==> src/rtl/mem_stage_if.sv <==
// =============================================================================
// mem_stage_if : pipeline, data-cache and writeback signals of the MEM stage
// Revision 1.0 : initial release
// =============================================================================
`default_nettype none

interface mem_stage_if;
  // upstream pipeline
  logic        valid_i;
  logic        dREN_i;
  logic        dWEN_i;
  logic        halt_i;
  logic [31:0] addr_i;
  logic [31:0] store_i;
  logic [31:0] npc_i;
  logic [4:0]  rd_i;
  logic        regWr_i;
  logic [2:0]  rdSel_i;
  // data cache
  logic        dhit;
  logic [31:0] dmemload;
  logic        dmemREN;
  logic        dmemWEN;
  logic [31:0] dmemaddr;
  logic [31:0] dmemstore;
  // control and writeback
  logic        stall_o;
  logic        halt_o;
  logic        wb_valid_o;
  logic [4:0]  wb_rd_o;
  logic        wb_regWr_o;
  logic [31:0] wb_data_o;
  logic        wb_halt_o;
  logic [15:0] mem_cycles_o;

  modport master (
    output valid_i, dREN_i, dWEN_i, halt_i, addr_i, store_i, npc_i,
           rd_i, regWr_i, rdSel_i, dhit, dmemload,
    input  dmemREN, dmemWEN, dmemaddr, dmemstore, stall_o, halt_o,
           wb_valid_o, wb_rd_o, wb_regWr_o, wb_data_o, wb_halt_o, mem_cycles_o
  );

  modport slave (
    input  valid_i, dREN_i, dWEN_i, halt_i, addr_i, store_i, npc_i,
           rd_i, regWr_i, rdSel_i, dhit, dmemload,
    output dmemREN, dmemWEN, dmemaddr, dmemstore, stall_o, halt_o,
           wb_valid_o, wb_rd_o, wb_regWr_o, wb_data_o, wb_halt_o, mem_cycles_o
  );
endinterface

`default_nettype wire

==> src/rtl/mem_stage.sv <==
// =============================================================================
// mem_stage : memory pipeline stage with data-cache handshake and writeback regs
// Revision 1.0 : initial release
// =============================================================================
`default_nettype none

module mem_stage (
  input  logic        CLK,
  input  logic        nRST,
  mem_stage_if.slave  bus
);

  typedef enum logic [1:0] {
    IDLE   = 2'd0,
    REQ    = 2'd1,
    HALTED = 2'd2
  } state_t;

  localparam logic [2:0]  C_SEL_NPC = 3'd2;
  localparam logic [15:0] C_CNT_MAX = 16'hFFFF;

  state_t      r_state;
  state_t      w_next;

  logic [31:0] r_addr;
  logic [31:0] r_store;
  logic [4:0]  r_rd;
  logic        r_regwr;
  logic        r_is_store;
  logic        r_halt;
  logic        r_halt_pend;
  logic [15:0] r_cnt;

  logic        r_wb_valid;
  logic [4:0]  r_wb_rd;
  logic        r_wb_regwr;
  logic [31:0] r_wb_data;
  logic        r_wb_halt;

  logic        w_memop;
  logic [31:0] w_alu_data;
  logic        w_latch;
  logic        w_stall;
  logic        w_pend_next;
  logic        w_wb_valid;
  logic [4:0]  w_wb_rd;
  logic        w_wb_regwr;
  logic [31:0] w_wb_data;
  logic        w_wb_halt;

  assign w_memop    = bus.valid_i & (bus.dREN_i | bus.dWEN_i);
  assign w_alu_data = (bus.rdSel_i == C_SEL_NPC) ? bus.npc_i : bus.addr_i;

  always_ff @(posedge CLK or negedge nRST) begin
    if (!nRST) r_state <= IDLE;
    else       r_state <= w_next;
  end

  always_comb begin
    w_next      = r_state;
    w_latch     = 1'b0;
    w_stall     = 1'b0;
    w_pend_next = r_halt_pend;
    w_wb_valid  = 1'b0;
    w_wb_rd     = 5'd0;
    w_wb_regwr  = 1'b0;
    w_wb_data   = 32'd0;
    w_wb_halt   = 1'b0;
    case (r_state)
      IDLE: begin
        if (w_memop) begin
          w_latch = 1'b1;
          w_stall = 1'b1;
          w_next  = REQ;
        end else if (bus.valid_i && bus.halt_i) begin
          w_wb_valid = 1'b1;
          w_wb_halt  = 1'b1;
          w_wb_rd    = bus.rd_i;
          w_stall    = 1'b1;
          w_next     = HALTED;
        end else if (bus.valid_i) begin
          w_wb_valid = 1'b1;
          w_wb_rd    = bus.rd_i;
          w_wb_regwr = bus.regWr_i;
          w_wb_data  = w_alu_data;
        end
      end
      REQ: begin
        w_stall = ~bus.dhit;
        if (bus.dhit) begin
          w_wb_valid = 1'b1;
          w_wb_rd    = r_rd;
          w_wb_regwr = r_regwr & ~r_is_store;
          w_wb_data  = r_is_store ? r_addr : bus.dmemload;
          // a halt that rode along with the access is retired one cycle later
          if (r_halt) begin
            w_next      = HALTED;
            w_pend_next = 1'b1;
          end else begin
            w_next = IDLE;
          end
        end
      end
      HALTED: begin
        w_stall = 1'b1;
        if (r_halt_pend) begin
          w_wb_valid  = 1'b1;
          w_wb_halt   = 1'b1;
          w_pend_next = 1'b0;
        end
      end
      default: w_next = IDLE;
    endcase
  end

  always_ff @(posedge CLK or negedge nRST) begin
    if (!nRST) begin
      r_addr      <= 32'd0;
      r_store     <= 32'd0;
      r_rd        <= 5'd0;
      r_regwr     <= 1'b0;
      r_is_store  <= 1'b0;
      r_halt      <= 1'b0;
      r_halt_pend <= 1'b0;
      r_cnt       <= 16'd0;
      r_wb_valid  <= 1'b0;
      r_wb_rd     <= 5'd0;
      r_wb_regwr  <= 1'b0;
      r_wb_data   <= 32'd0;
      r_wb_halt   <= 1'b0;
    end else begin
      if (w_latch) begin
        r_addr     <= bus.addr_i;
        r_store    <= bus.store_i;
        r_rd       <= bus.rd_i;
        r_regwr    <= bus.regWr_i;
        r_is_store <= bus.dWEN_i;
        r_halt     <= bus.halt_i;
      end
      if ((r_state == REQ) && (r_cnt != C_CNT_MAX))
        r_cnt <= r_cnt + 16'd1;
      r_halt_pend <= w_pend_next;
      r_wb_valid  <= w_wb_valid;
      r_wb_rd     <= w_wb_rd;
      r_wb_regwr  <= w_wb_regwr;
      r_wb_data   <= w_wb_data;
      r_wb_halt   <= w_wb_halt;
    end
  end

  // cache requests come only from the latched copies, and only while in REQ
  assign bus.dmemREN      = (r_state == REQ) & ~r_is_store;
  assign bus.dmemWEN      = (r_state == REQ) &  r_is_store;
  assign bus.dmemaddr     = (r_state == REQ) ? r_addr : 32'd0;
  assign bus.dmemstore    = ((r_state == REQ) && r_is_store) ? r_store : 32'd0;

  assign bus.stall_o      = w_stall;
  assign bus.halt_o       = (r_state == HALTED);
  assign bus.wb_valid_o   = r_wb_valid;
  assign bus.wb_rd_o      = r_wb_rd;
  assign bus.wb_regWr_o   = r_wb_regwr;
  assign bus.wb_data_o    = r_wb_data;
  assign bus.wb_halt_o    = r_wb_halt;
  assign bus.mem_cycles_o = r_cnt;

endmodule

`default_nettype wire

==> src/flat_wrapper.sv <==
// flat-port wrapper written by rule: the top's interface ports become plain ports
module mem_stage_flat 
  (CLK, nRST, bus_valid_i, bus_dREN_i, bus_dWEN_i, bus_halt_i, bus_addr_i, bus_store_i, bus_npc_i, bus_rd_i, bus_regWr_i, bus_rdSel_i, bus_dhit, bus_dmemload, bus_dmemREN, bus_dmemWEN, bus_dmemaddr, bus_dmemstore, bus_stall_o, bus_halt_o, bus_wb_valid_o, bus_wb_rd_o, bus_wb_regWr_o, bus_wb_data_o, bus_wb_halt_o, bus_mem_cycles_o);
  mem_stage_if bus_i ();
  input  logic CLK;
  input  logic nRST;
  input wire logic [$bits(bus_i.valid_i)-1:0] bus_valid_i;
  input wire logic [$bits(bus_i.dREN_i)-1:0] bus_dREN_i;
  input wire logic [$bits(bus_i.dWEN_i)-1:0] bus_dWEN_i;
  input wire logic [$bits(bus_i.halt_i)-1:0] bus_halt_i;
  input wire logic [$bits(bus_i.addr_i)-1:0] bus_addr_i;
  input wire logic [$bits(bus_i.store_i)-1:0] bus_store_i;
  input wire logic [$bits(bus_i.npc_i)-1:0] bus_npc_i;
  input wire logic [$bits(bus_i.rd_i)-1:0] bus_rd_i;
  input wire logic [$bits(bus_i.regWr_i)-1:0] bus_regWr_i;
  input wire logic [$bits(bus_i.rdSel_i)-1:0] bus_rdSel_i;
  input wire logic [$bits(bus_i.dhit)-1:0] bus_dhit;
  input wire logic [$bits(bus_i.dmemload)-1:0] bus_dmemload;
  output wire logic [$bits(bus_i.dmemREN)-1:0] bus_dmemREN;
  output wire logic [$bits(bus_i.dmemWEN)-1:0] bus_dmemWEN;
  output wire logic [$bits(bus_i.dmemaddr)-1:0] bus_dmemaddr;
  output wire logic [$bits(bus_i.dmemstore)-1:0] bus_dmemstore;
  output wire logic [$bits(bus_i.stall_o)-1:0] bus_stall_o;
  output wire logic [$bits(bus_i.halt_o)-1:0] bus_halt_o;
  output wire logic [$bits(bus_i.wb_valid_o)-1:0] bus_wb_valid_o;
  output wire logic [$bits(bus_i.wb_rd_o)-1:0] bus_wb_rd_o;
  output wire logic [$bits(bus_i.wb_regWr_o)-1:0] bus_wb_regWr_o;
  output wire logic [$bits(bus_i.wb_data_o)-1:0] bus_wb_data_o;
  output wire logic [$bits(bus_i.wb_halt_o)-1:0] bus_wb_halt_o;
  output wire logic [$bits(bus_i.mem_cycles_o)-1:0] bus_mem_cycles_o;
  assign bus_i.valid_i = bus_valid_i;
  assign bus_i.dREN_i = bus_dREN_i;
  assign bus_i.dWEN_i = bus_dWEN_i;
  assign bus_i.halt_i = bus_halt_i;
  assign bus_i.addr_i = bus_addr_i;
  assign bus_i.store_i = bus_store_i;
  assign bus_i.npc_i = bus_npc_i;
  assign bus_i.rd_i = bus_rd_i;
  assign bus_i.regWr_i = bus_regWr_i;
  assign bus_i.rdSel_i = bus_rdSel_i;
  assign bus_i.dhit = bus_dhit;
  assign bus_i.dmemload = bus_dmemload;
  assign bus_dmemREN = bus_i.dmemREN;
  assign bus_dmemWEN = bus_i.dmemWEN;
  assign bus_dmemaddr = bus_i.dmemaddr;
  assign bus_dmemstore = bus_i.dmemstore;
  assign bus_stall_o = bus_i.stall_o;
  assign bus_halt_o = bus_i.halt_o;
  assign bus_wb_valid_o = bus_i.wb_valid_o;
  assign bus_wb_rd_o = bus_i.wb_rd_o;
  assign bus_wb_regWr_o = bus_i.wb_regWr_o;
  assign bus_wb_data_o = bus_i.wb_data_o;
  assign bus_wb_halt_o = bus_i.wb_halt_o;
  assign bus_mem_cycles_o = bus_i.mem_cycles_o;
  mem_stage u_core (.CLK(CLK), .nRST(nRST), .bus(bus_i));
endmodule
==> config.mk <==
export PLATFORM = sky130hd
export DESIGN_NAME = mem_stage_flat
export DESIGN_NICKNAME = d
export VERILOG_FILES = /design/src/rtl/mem_stage_if.sv /design/src/rtl/mem_stage.sv /design/src/flat_wrapper.sv
export SDC_FILE = /design/constraint.sdc
export NUM_CORES = 1
export LEC_CHECK = 0
export BUFFER_PORTS_ARGS = -buffer_cell sky130_fd_sc_hd__buf_2
export CAP_MARGIN = 20
export CORE_MARGIN = 2
export CORE_UTILIZATION = 43
export DETAILED_ROUTE_END_ITERATION = 8
export HOLD_SLACK_MARGIN = 0.15
export PLACE_DENSITY = 0.88
export SETUP_SLACK_MARGIN = 0.15
export SYNTH_ARGS = -nofsm -noshare
export SYNTH_HDL_FRONTEND = slang
export SYNTH_SLANG_ARGS = --single-unit
==> constraint.sdc <==
create_clock -name CLK -period 1.7 [get_ports CLK]
set_input_delay 0.425 -clock CLK [delete_from_list [all_inputs] [get_ports CLK]]
set_output_delay 0.425 -clock CLK [all_outputs]
set_load 0.02 [all_outputs]
==> metrics, run 1 <==
outcome finished with violations; violated checks setup timing; reg-to-reg critical path endpoint u_core.r_addr[7]; register bit count reported by yosys 131; Reg clk slew, reported paths 0.06 ns; drt first pass iters 7; Reg2Reg Setup Slack -0.27 ns; commonest non-fill, non-tap cell in the layout buf_2; CP top delay family buffers and inverters; Hold EP u_core.r_store[14]; most frequent cells in the layout buf_2, dfrtp_1, buf_6, mux2i_1, mux2_4; final wirelength 23.9 mm; setup slack after layout -0.335 ns; Starting Density 0.439; Avg Inst Size Synth 12.4 µm²; ANT nets after route 0; latest clock arrival within the worst-skew pair 0.42 ns; Hold Startpoint bus_store_i[14]; # DRC 0; Startpoint Class flop; Worst IR Drop VDD 1.19 mV; H-tree Lvls 4; CTS Sinks 131; cells after synthesis 489; Final Wtd Congestion 0.819; DR vias 5,719; Max stage delay on crit path 0.43 ns; CTS buffer count 17; crit path from u_core.r_state[1]; Static Leak 5.22 nW; area delta synth->final 75.9%; part of the cycle the worst path needs 1.20; R2R depth 7; Max Clk Rate 0.492 GHz; first-pass GRT wire length 32.4 mm; count of cell types in the netlist 41; skew final 0.0149 ns; share of layout cells above drive strength 1 0.700; RSZ-0062 raised after global routing yes; Synthesized Nets 634; Final Max Slew Viols 0; Top cell by count, worst path buf_4; RR Startpoint u_core.r_state[1]; Worst Path Required 1.27 ns; Max Root-Sink Buffers 2; final hold violation count 0; antenna violations before repair 4; Worst Hold Class in2reg; Wirelength per Cell 23.5 µm; Cell Pwr Density 1640 nW/µm²; sequential share of the synthesized area 0.540; Final setup viols 175; Crit-path slowest cell dfrtp_2; Synth async-reset ratio 1.00; critical path data arrival time 1.61 ns; Placement Setup Slack -0.122 ns; vias in the first global route 5,792; # IOs 268; worst-margin pin slew 0.516 ns; mapped cell area 6070 µm²; Final min period 2.03 ns; Crit. End Element output port; Total GRT Usage 0.292; TritonCTS clock tree yes; Crit Path Max Fanout 25; max-cap viol count 0; FP Rows 43; Nets 967; warnings from Yosys 0; Crit Path Class reg2out; Core Area 13,800 µm²; CP cell instances nor2b_4 > buf_4 > buf_12 > and2_2 > buf_4; PortBufs 267; Finished Cell Area 10,700 µm²; largest net degree at the start of global routing 60; 1st-iter DRT viols 332; vias per std cell 5.62; hold depth 2; most common flop cell mapped by yosys dfrtp_1; Die Area 15,100 µm²; Buf/Inv on CP 3; Max-slew headroom 0.646; EDFF count, synth 0; Placement Cell Area 8060 µm²; DP Wirelength 12.2 mm; chip height 123 µm; die width 123 µm; total gr overflow 0; Root Buffer clkbuf_16
worst max-delay path by stage:
stage,end,depth (start not counted)
floorplan,u_core.bus.mem_cycles_o[15],4
global route,bus_dmemaddr[21],5
global placement,u_core.r_store[12],5
finish,bus_dmemaddr[21],5
detailed placement,u_core.r_store[5],5
CTS,bus_dmemstore[29],5
report_power, final:
group / switching, W / internal [W] / total, W
sequential: 0.000919 / 0.00431 / 0.00523
combinational: 0.00398 / 0.00491 / 0.00889
clock: 0.00141 / 0.00200 / 0.00340
total: 0.00630 / 0.0112 / 0.0175
through the flow:
step / instances / hold slack, ns / utilization / TNS [ns] / power (W)
after floorplan: 489 / 0.129 / - / 0 / 0.00872
final: 1018 / 0.221 / 0.772 / -35.71 / 0.0175
after detailed placement: 926 / 0.316 / 0.583 / -5.67 / 0.0106
after global routing: 1018 / 0.212 / 0.772 / -43.42 / 0.0182
after CTS: 999 / 0.211 / 0.731 / -30.36 / 0.0163
after global placement: 926 / 0.310 / 0.583 / -2.80 / 0.0104
Yosys cell counts, types with 3 or more instances:
cell type | number | area (µm²)
nor3_1 | 4 | 20.0
nand2_1 | 9 | 33.8
or3_1 | 3 | 18.8
inv_1 | 5 | 18.8
xnor2_1 | 3 | 26.3
and3_1 | 32 | 200
nor2b_1 | 3 | 18.8
xor2_1 | 6 | 52.6
nor2_1 | 10 | 37.5
mux2_1 | 71 | 800
nor3b_1 | 3 | 22.5
mux2i_1 | 67 | 671
o21ai_0 | 3 | 15.0
nand4_1 | 3 | 18.8
and2_1 | 35 | 219
a22o_1 | 7 | 61.3
dfrtp_1 | 131 | 3280
buf_2 | 15 | 75.1
clkbuf_1 | 20 | 75.1
o22ai_1 | 33 | 206
area by class of cell:
class | instances | area [µm²]
Clock inverter | 13 | 113
Clock buffer | 18 | 429
Antenna cell | 4 | 10.0
Fill cell | 769 | 3150
Multi-Input combinational cell | 317 | 3580
Inverter | 5 | 18.8
Sequential cell | 131 | 3300
Timing Repair Buffer | 350 | 3000
Tap cell | 180 | 225
sequential cells by signal (all words and copies together), names as in the netlist, 2 cells and up:
signal                   flops
u_core.r_rd                  5
u_core.bus.wb_data_o        32
u_core.bus.mem_cycles_o     16
u_core.r_store              32
u_core.r_addr               32
u_core.bus.wb_rd_o           5
u_core.r_state               2
cells by family (layout without fill, tap and decap cells):
group                      Yosys count  in the layout  share of synthesized area
AOI/OAI and AO/OA                   55             55                     0.0606
xor gates and xnor gates             9              9                     0.0130
adders and majority gates            1              1                    0.00206
buffers and inverters               41            386                     0.0285
DFF                                131            131                      0.540
muxes                              138            138                      0.242
other                                0              4                          0
and+or+nand+nor                    114            114                      0.113
repair_timing:
| action | in CTS | in global routing |
|---|---|---|
| pin swaps | 13 | 21 |
| setup endpoints to repair | 177 | 196 |
| gates cloned | 16 | 3 |
| resized for setup | 235 | 89 |
| hold buffers | 1 | 0 |
| setup buffers | 25 | 12 |
| endpoints found under the hold margin | 15 | 0 |
layer usage:
metal | vias up | track usage | wire length (µm)
li1 | 2454 | - | -
met2 | 301 | 0.505 | 12900
met4 | 0 | 0.163 | 760
met3 | 62 | 0.0990 | 1780
met5 | - | 0 | 0
met1 | 2902 | 0.312 | 8400
Note: power is estimated with default switching activity, not from simulation.
==> inputs of run 2 (changes only) <==
CORE_MARGIN = 10   (was 2)
==> run 2 against run 1 <==
  * The flow still finishes with violations (setup timing)
  * Sequential power is essentially flat
  * Clock skew fell by 0.0012 ns
  * Core utilization grew 1.9 points
  * Worst setup slack got worse by 0.015 ns
  * Maximum frequency down 0.71%
  * Sequential cell count unchanged
  * Via count rose by 2.7%
  * Highest routed layer unchanged
==> metrics, run 2 (synthesis gave the netlist of run 1 again) <==
Reg2Reg Setup Slack -0.24 ns (+0.03 ns); Finished Cell Area 10,900 µm² (+2.5%); Crit-path slowest cell dfrtp_2; CTS Sinks 131 (unchanged); Hold Startpoint bus_store_i[3]; Total GRT Usage 0.257 (-0.0356); die width 139 µm (+13%); met3 Use GR 0.0767 (-0.0223); Starting Density 0.439 (unchanged); Startpoint Class flop; Max Clk Rate 0.488 GHz (-0.71%); FP Rows 43 (unchanged); Max-slew headroom 0.688 (+0.0417); most frequent cells in the layout buf_2, dfrtp_1, buf_6, mux2i_1, mux2_4; 1st-iter DRT viols 393 (+18%); area delta synth->final 80.3%; vias per std cell 5.71 (+1.7%); Cell Pwr Density 1660 nW/µm² (+1.4%); grt peak-use layer met2; # DRC 0 (unchanged); Hold EP u_core.r_store[3]; # IOs 268 (unchanged); chip height 139 µm (+13%); grt met1 use 0.287 (-0.0248); drt first pass iters 5 (-2); CP top delay family buffers and inverters; Max Root-Sink Buffers 2 (unchanged); TritonCTS clock tree yes; crit path from u_core.r_state[1]; Wirelength per Cell 27.2 µm (+16%); DP Wirelength 14.3 mm (+18%); antenna cells 0 (-4); CTS buffer count 17 (unchanged); Static Leak 5.39 nW (+3.2%); CP cell instances nor2b_4 > buf_12 > buf_16 > and3_1 > buf_6; Core Area 13,800 µm² (unchanged); part of the cycle the worst path needs 1.21 (+0.00858); PortBufs 267 (unchanged); Fin Setup TNS -36.65 ns (-0.938 ns); Crit. End Element output port; latest clock arrival within the worst-skew pair 0.42 ns (about the same); antenna violations before repair 0 (-4); R2R depth 7 (unchanged); final wirelength 27.9 mm (+17%); Final Max Slew Viols 0 (unchanged); Reg clk slew, reported paths 0.06 ns (about the same); Placement Cell Area 8050 µm² (-0.16%); Root Buffer clkbuf_16; met2 Resource Use GR 0.447 (-0.0577); Worst Path Required 1.27 ns (about the same); Die Area 19,300 µm² (+28%); setup slack after layout -0.349 ns (-0.0146 ns); final hold violation count 0 (unchanged); critical path data arrival time 1.62 ns (about the same); placed insts 926 (unchanged); Final setup viols 179 (+2.3%); hold depth 2 (unchanged); Worst IR Drop VDD 0.939 mV (-21%); final cell count without fillers 1,028 (+0.98%); Final Wtd Congestion 0.839 (+2.4%); RR Startpoint u_core.r_state[1]; Fin Hold WS 0.223 ns (+0.00192 ns); outcome finished with violations; largest net degree at the start of global routing 70 (+17%); total gr overflow 0 (unchanged); reg-to-reg critical path endpoint u_core.r_addr[4]; violated checks setup timing; max-cap viol count 0 (unchanged); commonest non-fill, non-tap cell in the layout buf_2; first-pass GRT wire length 38.6 mm (+19%); Worst Hold Class in2reg; share of layout cells above drive strength 1 0.675 (-0.0257); Crit Path Class reg2out; skew final 0.0137 ns (-0.00118 ns); H-tree Lvls 4 (unchanged); Final min period 2.05 ns (+0.0146 ns); Buf/Inv on CP 3 (unchanged); worst-margin pin slew 0.468 ns (-0.0478 ns); Placement Setup Slack -0.106 ns (+0.0155 ns); DR vias 5,872 (+2.7%); Nets 981 (+1.4%); vias in the first global route 6,279 (+8.4%); Max stage delay on crit path 0.42 ns (about the same); Crit path depth 5 (unchanged); ANT nets after route 0 (unchanged); RSZ-0062 raised after global routing yes; Crit Path Max Fanout 8 (-68%)
## run 2: metal layers
metal  share of wire  vias to the layer above  routed length (µm)
met5               0                        -                   0
li1                -                     2481                   -
met3           0.089                       74                2480
met4           0.036                        0                1010
met1            0.36                     2940               10000
met2            0.52                      377               14400
## run 2: through the flow
stage / power (W) / util
after global routing: 0.0188 / 0.791
after CTS: 0.0170 / 0.748
after detailed placement: 0.0106 / 0.582
final: 0.0182 / 0.791
after floorplan: 0.00872 / -
after global placement: 0.0104 / 0.582
## run 2: how the worst max path moves through the flow
stage / to / slack (ns)
final: bus_dmemstore[13] / -0.35
after global routing: bus_dmemstore[27] / -0.40
after CTS: bus_dmemstore[14] / -0.34
after detailed placement: u_core.r_addr[7] / -0.11
after global placement: u_core.r_addr[5] / -0.05
after floorplan: u_core.bus.mem_cycles_o[15] / 0.03
## run 2: timing repair
action,in CTS,in global routing
cloned,26,1
resized for setup,234,94
buffers inserted,23,20
hold endpoints to repair,131,0
hold buffers,1,0
setup endpoints to repair,178,198
pin swaps,24,18
## run 2: cell type report
class	count	area, µm²
Multi-Input combinational cell	317	3460
Timing Repair Buffer	364	3370
Sequential cell	131	3300
Fill cell	749	2890
Clock buffer	20	437
Tap cell	180	225
Clock inverter	11	138
Inverter	5	18.8
## run 2: power breakdown
group | switching, W | leakage, nW | internal [W] | total, W
Sequential | 0.000915 | 1.62 | 0.00431 | 0.00523
Clock | 0.00139 | 0.287 | 0.00229 | 0.00368
Combinational | 0.00420 | 3.48 | 0.00510 | 0.00931
Total | 0.00651 | 5.39 | 0.0117 | 0.0182
==> inputs of run 3 (changes only) <==
--- a/constraint.sdc
+++ b/constraint.sdc
@@ -3,2 +3,2 @@
 set_output_delay 0.425 -clock CLK [all_outputs]
-set_load 0.02 [all_outputs]
+set_load 0.05 [all_outputs]
==> run 3 against run 2 <==
  * The flow still finishes with violations (setup timing)
  * Clock skew is 0.0019 ns lower
  * Critical path type unchanged
  * Global-route usage fell by 1.0 points
  * Die area unchanged
  * Sequential share of layout area fell by 0.71 points
  * Maximum frequency shrank 1.7%
==> metrics, run 3 (synthesis gave the netlist of run 1 again) <==
Core Area 13,800 µm² (unchanged); violated checks setup timing; max-cap viol count 0 (unchanged); Static Leak 5.37 nW (-0.27%); Max Root-Sink Buffers 2 (unchanged); Max Clk Rate 0.480 GHz (-1.7%); most frequent cells in the layout buf_2, dfrtp_1, mux2_4, buf_8, mux2i_1; Reg power frac 0.259 (-0.028); CTS Sinks 131 (unchanged); Wirelength per Cell 26.2 µm (-3.5%); P_sw 0.00818 W (+26%); skew final 0.0117 ns (-0.00193 ns); Total GRT Usage 0.246 (-0.0104); H-tree Lvls 4 (unchanged); # IOs 268 (unchanged); antenna violations before repair 1 (+1); Pwr Total 0.0205 W (+12%); Worst Hold Class in2reg; Crit Path Max Fanout 5 (-3); Die Area 19,300 µm² (unchanged); FP Rows 43 (unchanged); drt first pass iters 5 (unchanged); placed insts 936 (+1.1%); total gr overflow 0 (unchanged); Final min period 2.08 ns (+0.0357 ns); PortBufs 267 (unchanged); Crit. End Element output port; Startpoint Class flop; part of the cycle the worst path needs 1.23 (+0.0210); vias per std cell 5.65 (-1.0%); Nets 977 (-0.41%); Clock power frac 0.186 (-0.016); share of layout cells above drive strength 1 0.722 (+0.0474); TritonCTS clock tree yes; 1st-iter DRT viols 372 (-5.3%); Reg clk slew, reported paths 0.06 ns (about the same); Crit Path Class reg2out; final hold violation count 0 (unchanged); RSZ-0062 raised after global routing yes; Final Max Slew Viols 0 (unchanged); Final Wtd Congestion 0.870 (+3.7%); Sw Share 0.399 (+0.0421); die width 139 µm (unchanged); commonest non-fill, non-tap cell in the layout buf_2; setup slack after layout -0.385 ns (-0.0357 ns); # DRC 0 (unchanged); first-pass GRT wire length 37.5 mm (-3.0%); combinational share of power 0.555 (+0.044); area delta synth->final 84.9%; worst-margin pin slew 0.456 ns (-0.0116 ns); largest net degree at the start of global routing 48 (-31%); Worst Path Required 1.27 ns (about the same); Final setup viols 181 (+1.1%); outcome finished with violations; Cell Int Power 0.0123 W (+5.1%); Cell Pwr Density 1830 nW/µm² (+9.7%); DR vias 5,801 (-1.2%); filler instances 729 (-2.7%); Fin Setup TNS -46.42 ns (-9.78 ns); ANT nets after route 0 (unchanged); DP Wirelength 15.1 mm (+5.2%); CTS buffer count 17 (unchanged); vias in the first global route 6,248 (-0.49%); chip height 139 µm (unchanged); Root Buffer clkbuf_16; final wirelength 26.9 mm (-3.7%); Worst IR Drop VDD 1.11 mV (+19%); latest clock arrival within the worst-skew pair 0.42 ns (about the same); Starting Density 0.439 (unchanged); critical path data arrival time 1.66 ns (+0.04 ns); Max-slew headroom 0.695 (+0.00660); final cell count without fillers 1,026 (-0.19%)
run 3: stage by stage:
stage	worst slack [ns]	hold WS (ns)	utilization	cell area [µm²]
final	-0.385	0.242	0.811	11200
after detailed placement	-0.102	0.333	0.612	8470
after global routing	-0.448	0.228	0.811	11200
after global placement	-0.0813	0.337	0.612	8470
after floorplan	-0.104	0.129	-	6770
after CTS	-0.393	0.214	0.759	10500
run 3: worst paths after layout:
path	startpoint	endpoint	slack, ns	cells after the start
max in group asynchronous	nRST	u_core.r_is_store	0.62	3
hold / removal	bus_store_i[20]	u_core.r_store[20]	0.24	2
min in group asynchronous	nRST	u_core.bus.wb_data_o[3]	0.47	2
setup / recovery	u_core.r_state[0]	bus_dmemaddr[8]	-0.38	6
setup reg to reg	u_core.r_state[1]	u_core.bus.mem_cycles_o[15]	-0.27	5
hold reg to reg	u_core.r_rd[3]	u_core.bus.wb_rd_o[3]	0.50	1
run 3: power by group through the flow:
stage | Combinational (W) | Sequential, W | Clock [W]
final | 0.0114 | 0.00529 | 0.00381
after global routing | 0.0118 | 0.00539 | 0.00399
after CTS | 0.0102 | 0.00516 | 0.00382
after detailed placement | 0.00808 | 0.00519 | 0
after global placement | 0.00794 | 0.00514 | 0
after floorplan | 0.00543 | 0.00588 | 0
run 3: cell type report:
cell class / instances / area, µm² / share of cell area
well taps: 180 / 225 / 0.0201
flip-flops and latches: 131 / 3300 / 0.295
inverters: 5 / 18.8 / 0.00167
diodes: 1 / 2.50 / 0.000223
multi-input cells: 317 / 3710 / 0.331
repair buffers: 360 / 3340 / 0.298
clock buffers: 24 / 492 / 0.0438
clock inverters: 8 / 124 / 0.0110
run 3: timing repair:
| item | in CTS | in global routing |
|---|---|---|
| setup endpoints to repair | 174 | 202 |
| gates cloned | 10 | 6 |
| setup buffers | 22 | 18 |
| hold buffers | 1 | 0 |
| resized for setup | 256 | 95 |
| pin swaps | 21 | 48 |
| hold endpoints to repair | 28 | 0 |
run 3: critical path: stages (launching register included):
cell and delay, ns:
dfrtp_2 0.41, nor2b_4 0.14, buf_4 0.13, buf_6 0.12, clkbuf_16 0.15, and2_4 0.16, buf_12 0.14
run 3: per-layer routing:
layer / GRT usage / share of wire / vias to the layer above
li1: - / - / 2464
met1: 0.279 / 0.36 / 2956
met2: 0.430 / 0.53 / 308
met3: 0.0723 / 0.067 / 73
met4: 0.0862 / 0.036 / 0
met5: 0 / 0 / -
